==> config.mk <==
export PLATFORM = sky130hd
export DESIGN_NAME = sal_wr_arb
export DESIGN_NICKNAME = d
export VERILOG_FILES = /design/src/rtl/sal_wr_arb_pkg.sv /design/src/rtl/sal_wr_arb_rr_arbiter.sv /design/src/rtl/sal_wr_arb.sv
export SDC_FILE = /design/constraint.sdc
export NUM_CORES = 1
export LEC_CHECK = 0
export BUFFER_PORTS_ARGS = -buffer_cell sky130_fd_sc_hd__buf_2
export CAP_MARGIN = 20
export CELL_PAD_IN_SITES_DETAIL_PLACEMENT = 1
export CELL_PAD_IN_SITES_GLOBAL_PLACEMENT = 1
export CORE_ASPECT_RATIO = 0.6
export CORE_MARGIN = 2
export CORE_UTILIZATION = 36
export CTS_CLUSTER_DIAMETER = 30
export CTS_CLUSTER_SIZE = 12
export DETAILED_ROUTE_END_ITERATION = 10
export GPL_ROUTABILITY_DRIVEN = 0
export PLACE_DENSITY = 0.8
export REMOVE_ABC_BUFFERS = 1
export SLEW_MARGIN = 30
export SYNTH_ARGS = -nofsm -noshare
export SYNTH_HDL_FRONTEND = slang
export SYNTH_SLANG_ARGS = --single-unit
==> constraint.sdc <==
create_clock -name clk -period 2.6 [get_ports clk]
set_clock_uncertainty 0.05 [all_clocks]
set_input_delay 0.39 -clock clk [delete_from_list [all_inputs] [get_ports clk]]
set_output_delay 0.39 -clock clk [all_outputs]
set_load 0.05 [all_outputs]
==> src/rtl/sal_wr_arb_pkg.sv <==
// Shared types and helpers for the write-column arbiter and its round-robin picker.
package sal_wr_arb_pkg;

    localparam int NUM_BANKS_DEF    = 4;
    localparam int BEATS_PER_WR_DEF = 2;
    localparam int BUF_DEPTH_DEF    = 8;

    // Widest request vector the generic picker handles; callers zero-extend.
    localparam int RR_MAX   = 16;
    localparam int RR_IDX_W = 4;

    typedef struct packed {
        logic                valid;
        logic [RR_IDX_W-1:0] idx;
        logic [RR_MAX-1:0]   gnt;
    } rr_pick_t;

    // Ceiling log2 for elaboration-time widths: counts powers of two below value.
    function automatic int clog2(input int value);
        int res;
        res = 0;
        for (int i = 0; i < 31; i++) begin
            res = res + ((value > (32'sd1 <<< i)) ? 32'sd1 : 32'sd0);
        end
        return res;
    endfunction

    // First set request at or above ptr, wrapping modulo n; one-hot plus index.
    function automatic rr_pick_t rr_pick(input logic [RR_MAX-1:0]   req,
                                         input logic [RR_IDX_W-1:0] ptr,
                                         input int                  n);
        rr_pick_t res;
        int       pos;
        res = '0;
        for (int off = 0; off < RR_MAX; off++) begin
            pos = (int'(ptr) + off) % n;
            if ((off < n) && !res.valid && req[pos]) begin
                res.valid    = 1'b1;
                res.idx      = RR_IDX_W'(pos);
                res.gnt[pos] = 1'b1;
            end
        end
        return res;
    endfunction

endpackage

==> src/rtl/sal_wr_arb_rr_arbiter.sv <==
// Round-robin picker with its rotating pointer; shared by the read and write arbiters.
module sal_rr_arbiter
    import sal_wr_arb_pkg::*;
#(
    parameter int N     = 4,
    parameter int IDX_W = 2
) (
    input  logic             clk,
    input  logic             rst,
    input  logic [N-1:0]     req,
    input  logic             en,
    output logic [N-1:0]     gnt,
    output logic             gnt_any,
    output logic [IDX_W-1:0] gnt_idx
);

    logic [IDX_W-1:0]  ptr_r;
    logic [RR_MAX-1:0] req_ext_s;
    rr_pick_t          pick_s;
    logic              unused_s;

    // Upper picker bits are structurally zero for N below RR_MAX.
    assign unused_s = ^{pick_s.gnt[RR_MAX-1:N], pick_s.idx[RR_IDX_W-1:IDX_W]};

    // Pick the next requester from the pointer; suppress everything while not enabled.
    always_comb begin
        req_ext_s        = '0;
        req_ext_s[N-1:0] = req;
        pick_s           = rr_pick(req_ext_s, RR_IDX_W'(ptr_r), N);
        if (en && pick_s.valid) begin
            gnt     = pick_s.gnt[N-1:0];
            gnt_any = 1'b1;
            gnt_idx = pick_s.idx[IDX_W-1:0];
        end else begin
            gnt     = '0;
            gnt_any = 1'b0;
            gnt_idx = '0;
        end
    end

    // Move the pointer just past the winner so it has lowest priority next time.
    always_ff @(posedge clk) begin
        if (rst) begin
            ptr_r <= '0;
        end else if (gnt_any) begin
            ptr_r <= (gnt_idx == IDX_W'(N - 1)) ? '0 : gnt_idx + IDX_W'(1);
        end else begin
            ptr_r <= ptr_r;
        end
    end

endmodule

==> src/rtl/sal_wr_arb.sv <==
// Write-column arbiter: round-robin over bank controllers, gated by tCCD/tRTW and W-buffer credits.
module sal_wr_arb
    import sal_wr_arb_pkg::*;
#(
    parameter int NUM_BANKS    = NUM_BANKS_DEF,
    parameter int CNT_WIDTH    = 4,
    parameter int BEATS_PER_WR = BEATS_PER_WR_DEF,
    parameter int BUF_DEPTH    = BUF_DEPTH_DEF,
    parameter int CRD_WIDTH    = 4
) (
    input  logic                          clk,
    input  logic                          rst,
    input  logic [NUM_BANKS-1:0]          req_i,
    output logic [NUM_BANKS-1:0]          gnt_o,
    output logic                          wr_gnt_o,
    output logic [clog2(NUM_BANKS)-1:0]   wr_ba_o,
    input  logic                          w_push_i,
    input  logic                          rd_gnt_i,
    input  logic [CNT_WIDTH-1:0]          t_ccd_i,
    input  logic [CNT_WIDTH-1:0]          t_rtw_i,
    output logic [CRD_WIDTH-1:0]          credits_o,
    output logic                          ovf_err_o
);

    localparam int BA_W = clog2(NUM_BANKS);

    logic [CNT_WIDTH-1:0] ccd_cnt_r;
    logic [CNT_WIDTH-1:0] rtw_cnt_r;
    logic [CRD_WIDTH-1:0] credits_r;
    logic                 ovf_r;

    logic                 elig_s;
    logic [NUM_BANKS-1:0] gnt_s;
    logic                 gnt_any_s;
    logic [BA_W-1:0]      gnt_idx_s;
    logic [CNT_WIDTH-1:0] ccd_load_s;
    logic                 ovf_hit_s;
    logic [CRD_WIDTH-1:0] credits_nxt_s;

    // A read command in the same cycle always wins over a write.
    assign elig_s = (ccd_cnt_r == '0) && (rtw_cnt_r == '0) &&
                    (credits_r >= CRD_WIDTH'(BEATS_PER_WR)) && !rd_gnt_i;

    sal_rr_arbiter #(
        .N     (NUM_BANKS),
        .IDX_W (BA_W)
    ) u_rr (
        .clk     (clk),
        .rst     (rst),
        .req     (req_i),
        .en      (elig_s),
        .gnt     (gnt_s),
        .gnt_any (gnt_any_s),
        .gnt_idx (gnt_idx_s)
    );

    assign gnt_o     = gnt_s;
    assign wr_gnt_o  = gnt_any_s;
    assign wr_ba_o   = gnt_idx_s;
    assign credits_o = credits_r;
    assign ovf_err_o = ovf_r;

    // Column spacing never drops below the 2-cycle write-enable burst.
    assign ccd_load_s = (t_ccd_i < CNT_WIDTH'(2)) ? CNT_WIDTH'(1) : t_ccd_i - CNT_WIDTH'(1);

    // Credit bookkeeping: a push into a full buffer with no grant is an overflow and is dropped.
    always_comb begin
        ovf_hit_s     = w_push_i && (credits_r == CRD_WIDTH'(BUF_DEPTH)) && !gnt_any_s;
        credits_nxt_s = credits_r;
        if (ovf_hit_s) begin
            credits_nxt_s = credits_r;
        end else begin
            credits_nxt_s = credits_r + CRD_WIDTH'(w_push_i)
                          - (gnt_any_s ? CRD_WIDTH'(BEATS_PER_WR) : CRD_WIDTH'(0));
        end
    end

    // Column-to-column timer: reloaded on every write grant, otherwise counts down to zero.
    always_ff @(posedge clk) begin
        if (rst) begin
            ccd_cnt_r <= '0;
        end else if (gnt_any_s) begin
            ccd_cnt_r <= ccd_load_s;
        end else if (ccd_cnt_r != '0) begin
            ccd_cnt_r <= ccd_cnt_r - CNT_WIDTH'(1);
        end else begin
            ccd_cnt_r <= ccd_cnt_r;
        end
    end

    // Read-to-write turnaround timer: reloaded on every read command.
    always_ff @(posedge clk) begin
        if (rst) begin
            rtw_cnt_r <= '0;
        end else if (rd_gnt_i) begin
            rtw_cnt_r <= t_rtw_i;
        end else if (rtw_cnt_r != '0) begin
            rtw_cnt_r <= rtw_cnt_r - CNT_WIDTH'(1);
        end else begin
            rtw_cnt_r <= rtw_cnt_r;
        end
    end

    // Credit counter and sticky overflow flag.
    always_ff @(posedge clk) begin
        if (rst) begin
            credits_r <= '0;
            ovf_r     <= 1'b0;
        end else begin
            credits_r <= credits_nxt_s;
            ovf_r     <= ovf_r | ovf_hit_s;
        end
    end

endmodule

* Word-level counts from Yosys, hierarchy flattened
Cells that the tools add are included.
** Word-level totals
- Register bits after elaboration :: 15
- Latch bits :: 0
- Bits in writable memories :: 0
- Memory bits (read-only) :: 0
- Input port bits :: 16
- Output and inout port bits :: 12
- Word-level logic and storage cells :: 93
- Memories :: 0
** Operators by class
- Add/sub/neg operators :: 9
- Multiply operators :: 0
- Divide/modulo/power cells :: 0
- $lt $le $gt $ge :: 10
- Equal/unequal tests :: 2
- Shift operators :: 0
- Multiplexer cells :: 33
- Bitwise gates (word level) :: 7
- Reductions and logical operators :: 27
** Operator list (count)
- two-way mux 21 bit :: 4
- OR 16 bit :: 3
- two-way mux 4 bit :: 6
- < comparator 3 x 6 -> 1 bit, second input constant :: 3
- logical AND 1 bit :: 13
- two-way mux 1 bit :: 12
- subtractor 4 x 1 -> 4 bit, second input constant :: 3
- binary-select mux 1 bit (select 3 bit) :: 3
- demux 1 bit (select 3 bit) :: 3
- >= comparator 3 x 1 -> 1 bit, second input constant :: 3
- zero test 4 bit :: 2
- nonzero test 4 bit :: 2
- two-way mux 2 bit :: 3
- OR reduction 2 bit :: 3
- zero test 1 bit :: 5
- < comparator 2 x 5 -> 1 bit, second input constant :: 1
- adder 2 x 1 -> 2 bit, second input constant :: 2
- adder 2 bit, second input constant :: 2
- adder 4 x 1 -> 4 bit :: 1
- == test 4 bit, second input constant :: 1
- >= comparator 4 x 2 -> 1 bit, second input constant :: 1
- < comparator 4 x 2 -> 1 bit, second input constant :: 1
- nonzero test 2 bit :: 2
- subtractor 4 x 2 -> 4 bit :: 1
- other kinds (6) :: 8

* Longest topological paths before layout
- Depth after elaboration :: 20
- Mapped depth :: 14
- Depth with buffers taken out :: 12

* Cells and area by module
From an unflattened synthesis, not the netlist that was laid out.
** Second synthesis, totals
- Cell total of the unflattened synthesis :: 169
- Area total of the unflattened synthesis :: 1446.4 um2
** Modules (own cells, without submodules)
- sal_wr_arb :: times used 1, cells an instance 95, area an instance 813.3 um2, seq. area each 260.2 um2
- sal_rr_arbiter :: times used 1, cells an instance 74, area an instance 633.1 um2, seq. area each 40.0 um2

* Worst setup path after synthesis
OpenSTA, ideal clock, no wires.
- Path kind :: reg2out
- Start :: register u_rr.ptr_r[0]
- End :: output wr_ba_o[0]
- Arrival time :: 3.093 ns
- Data required time :: 2.160 ns
- Slack :: -0.933 ns
- Cell stages (with the launch flop) :: 9
- Path buffers :: 2
- Path through :: dfxtp_1 -> buf_2 -> inv_1 -> ha_1 -> clkbuf_1 -> mux4_2 -> nor2b_2 -> o21ai_0 -> a21oi_1
** Between the ends
- Longest elaborated chain between the ends :: 16
- Elaborated cells on any way between the ends :: 32
- Those cells by class :: add/sub: 3; mux: 16; bitwise: 3; reduce/logical: 10
** RTL lines
- start, declared :: line sal_wr_arb_rr_arbiter.sv:17 : logic [IDX_W-1:0] ptr_r;
- start signal, assigned :: line sal_wr_arb_rr_arbiter.sv:46 : ptr_r <= (gnt_idx == IDX_W'(N - 1)) ? '0 : gnt_idx + IDX_W'(1);
- start signal, assigned :: line sal_wr_arb_rr_arbiter.sv:48 : ptr_r <= ptr_r;
- adder 2 x 1 -> 2 bit :: line sal_wr_arb_pkg.sv:36 : pos = (int'(ptr) + off) % n;
- OR reduction 2 bit (no line)
- bitwise AND 1 bit (no line)
- binary-select mux 1 bit (select 3 bit) :: line sal_wr_arb_pkg.sv:37 : if ((off < n) && !res.valid && req[pos]) begin
- two-way mux 1 bit (implied by the code) (2 in a row) :: line sal_wr_arb_pkg.sv:37
- logical AND 1 bit :: line sal_wr_arb_pkg.sv:37
- two-way mux 21 bit :: line sal_wr_arb_pkg.sv:37
- zero test 1 bit :: line sal_wr_arb_pkg.sv:37
- logical AND 1 bit :: line sal_wr_arb_pkg.sv:37
- two-way mux 21 bit :: line sal_wr_arb_pkg.sv:37
- zero test 1 bit :: line sal_wr_arb_pkg.sv:37
- logical AND 1 bit :: line sal_wr_arb_pkg.sv:37
- two-way mux 21 bit (*) :: line sal_wr_arb_pkg.sv:37
- logical AND 1 bit :: line sal_wr_arb_rr_arbiter.sv:30 : if (en && pick_s.valid) begin
- two-way mux 2 bit (*) :: line sal_wr_arb_rr_arbiter.sv:30
- end, declared :: line sal_wr_arb.sv:16 : output logic [clog2(NUM_BANKS)-1:0] wr_ba_o,
Every way passes the cells marked *; elsewhere a longest branch is shown, timed or not. The select of a mux whose other input is x is not followed.

* Worst setup path in the final report
Ends and elaborated chain as after synthesis.

==> qor.json <==
{
  "power_and_ir_drop": {
    "power_per_cell_area_nw_per_um2": 716.0,
    "p_leak_nw": 0.9198,
    "fin_total_pwr_mw": 1.536,
    "power.ir.vdd_worst_mv": 0.4344
  },
  "logic_synthesis": {
    "ys.warnings.count": 0,
    "syn_area_um2": 1426,
    "synth.avg_cell_area_um2": 8.104,
    "synth.yosys.seq_area_share_pct": 21.05,
    "syn_inst": 176,
    "post_synth_num_cell_types": 44,
    "ys_dominant_reg_cell": "dfxtp_1",
    "asyncSetResetFlopFracSynth_pct": 0,
    "yosys.area_share.simple_pct": 21.75,
    "synth_fa_ha_area_share_pct": 16.67,
    "yosys-mux-area-fraction_pct": 8.509,
    "share_of_the_synthesized_area_in_compound_gates_ao_oa_aoi_oai_pct": 18.95,
    "number_of_enable_type_register_cells_in_the_synthesized_netlist": 0,
    "synth_seq_cells": 15,
    "dominant_combinational_cell_family_by_area_after_synthesis": "simple AND/OR/NAND/NOR gates",
    "yosys.area_share.xor_xnor_pct": 3.070
  },
  "sta": {
    "fin_hold_ws_ns": 0.3138,
    "finalSetupViolations": 8,
    "timing_max_transition_violations_final": 0,
    "grt_setup_unrepaired": "yes",
    "period_share_pct": 111.3,
    "finalHoldViolCount": 0,
    "maxSlewHeadroom_pct": 70.96,
    "timing.setup.tns_ns": -1.628,
    "period_minus_slack_ns": 2.895,
    "clock.fmax_mhz": 345.4,
    "worstMarginPinSlew_ns": 0.4316,
    "layout_setup_ws_ns": -0.2949
  },
  "clock_network": {
    "cts.sink_count": 15,
    "clk_transition_reported_paths_ns": 0.06,
    "clock_latency_ns": 0.26,
    "cts_hold_repair.buffers": 0,
    "cts_made_buffers": 3,
    "cts-root-buf": "clkbuf_8",
    "clockBufferDepth": 2,
    "tritoncts": "yes",
    "clock_tree.htree_level_count": 1
  },
  "routing": {
    "dr.first_iter.drc_count": 95,
    "drc": 0,
    "postRouteWirelength_um": 6385,
    "ant_nets": 0,
    "routedWlPerCell_um": 22.72,
    "drtPass1Iterations": 4,
    "routed_via_density": 5.836,
    "num_vias": 1640
  },
  "final_layout": {
    "drive_above_1_share_pct": 50.00,
    "final_core_util_pct": 57.32,
    "num-nets-final": 270,
    "antenna_cells": 0,
    "area_growth_pct": 50.44,
    "final_cell_count_no_fill": 281
  },
  "placement": {
    "placedCellCount": 264,
    "dpl.hpwl_um": 3271,
    "io_buffers": 27
  },
  "grt": {
    "grt_pass1_vias": 1651,
    "met3_usage_pct": 6.614,
    "busiest_layer": "met2",
    "overflow": 0,
    "grt_util_met2_pct": 47.53,
    "antenna_violations_before_repair": 0,
    "groute.layer.met1.usage_pct": 33.80,
    "pin_count_of_the_biggest_net_entering_global_routing": 17,
    "grt_usage_pct": 27.48,
    "grt_first_pass_wirelength_um": 9135
  },
  "critical_path": {
    "r2r_slack_ns": -0.10,
    "crit_path_start_kind": "register",
    "worst_ep_required_time_ns": 2.16,
    "critPathCaptureType": "primary output",
    "worstPathMaxFanout": 15,
    "ff2ff_path_depth": 12,
    "setup.worst_path.end": "wr_ba_o[0]",
    "critPathArrivalTime_ns": 2.45,
    "critical_path_class": "register to primary output",
    "regToRegStartpoint": "rtw_cnt_r[0]",
    "critical_path.startpoint": "u_rr.ptr_r[0]",
    "r2r-end": "credits_o[3]"
  },
  "floorplanning": {
    "io_pins": 28,
    "floorplan.die_area_um2": 4498,
    "die_w_um": 85.26,
    "fp-row-count": 17,
    "chipHeight_um": 52.76,
    "floorplan.initialDensity_pct": 38.10,
    "core_um2": 3744
  },
  "worst_hold_path": {
    "hold_path_class": "input pin to register"
  },
  "status": {
    "outcome": "finished with violations",
    "violations": "setup timing"
  },
  "flow_run": {
    "maxCapViolations": 0
  }
}
worst min-delay path by stage:
stage	from	endpoint	cells after the start
global route	t_rtw_i[2]	rtw_cnt_r[2]	3
CTS	t_rtw_i[3]	rtw_cnt_r[3]	3
global placement	ovf_err_o	ovf_err_o	2
floorplan	rst	ccd_cnt_r[3]	1
detailed placement	ovf_err_o	ovf_err_o	2
finish	t_rtw_i[3]	rtw_cnt_r[3]	3
cells by family (layout without fill, tap and decap cells):
logic type,count (synthesis),in the layout
buffers and inverters,30,88
XOR/XNOR,5,5
AO/OA/AOI/OAI,40,40
AND/OR/NAND/NOR,59,59
flip-flops,15,15
multiplexers,8,8
adder cells (fa/ha/maj),19,19
placed cells by master (no fill, tap or decap), types with 5 or more instances in the layout:
master / synthesis / final
a21oi_1: 11 / 10
buf_2: 2 / 20
buf_4: 0 / 36
buf_6: 2 / 6
dfxtp_1: 15 / 9
dfxtp_2: 0 / 5
ha_1: 19 / 15
inv_1: 17 / 11
inv_2: 0 / 5
nand2_1: 7 / 7
nor2_1: 26 / 24
nor3_1: 6 / 6
stage by stage:
step                cell area [um2]  worst slack [ns]
floorplan                      1364           -0.8887
global placement               1753          -0.07770
detailed placement             1753           -0.1698
CTS                            2036           -0.1595
global route                   2146           -0.3581
finish                         2146           -0.2949
synth_stat cells (all sizes together), types with 2 or more instances:
| library cell | number | area, um2 |
|---|---|---|
| a211oi | 4 | 30.03 |
| a21oi | 11 | 55.05 |
| a221oi | 4 | 35.03 |
| a22oi | 5 | 37.54 |
| buf | 4 | 32.53 |
| clkbuf | 8 | 30.03 |
| dfxtp | 15 | 300.3 |
| ha | 19 | 237.7 |
| inv | 17 | 63.81 |
| mux2 | 3 | 33.78 |
| mux2i | 2 | 20.02 |
| mux4 | 3 | 67.56 |
| nand2 | 7 | 26.28 |
| nand2b | 2 | 12.51 |
| nand3 | 2 | 10.01 |
| nand4 | 2 | 12.51 |
| nor2 | 26 | 97.59 |
| nor3 | 7 | 40.04 |
| nor4 | 2 | 27.53 |
| o211ai | 2 | 15.01 |
| o21ai | 6 | 30.03 |
| o22ai | 2 | 12.51 |
| or3 | 5 | 37.54 |
| xnor2 | 4 | 35.03 |
critical path, cell delays in order, from the launching register on:
cell     delay [ns]
dfxtp_4        0.38
buf_8          0.17
mux4_2         0.53
nor2b_4        0.18
buf_4          0.15
or3_4          0.34
a21oi_1        0.20
buf_4          0.23
sequential cells by signal, summed over array words and instances, names as in the netlist:
signal	count
ccd_cnt_r	4
credits_o	4
ovf_err_o	1
rtw_cnt_r	4
u_rr.ptr_r	2
power breakdown:
| part | leakage [nW] | switching (mW) | internal [mW] |
|---|---|---|---|
| logic | 0.768 | 0.543 | 0.437 |
| registers | 0.126 | 0.0638 | 0.292 |
| clock network | 0.0255 | 0.0943 | 0.107 |
| total | 0.920 | 0.701 | 0.835 |
layout make-up:
type,count,area [um2]
clock buffer,3,41.29
clock inverter,1,5.005
fill,452,1598
inverter,18,82.58
multi-input combinational,131,1130
sequential,15,310.3
tap,47,58.81
timing repair buffer,66,518.0
layer usage:
| layer | routed length [um] | vias up |
|---|---|---|
| met3 | 367 | 17 |
| met1 | 2809 | 818 |
| met2 | 3034 | 64 |
| met4 | 173 | 0 |
| li1 | - | 741 |
| met5 | 0 | - |
timing repair:
item                       CTS  global route
gates resized for setup     46            16
pin swaps                   13            17
cloned                       0             1
setup endpoints to repair    9            10
buffers inserted             8             5
Note: power is estimated with default switching activity, not from simulation.
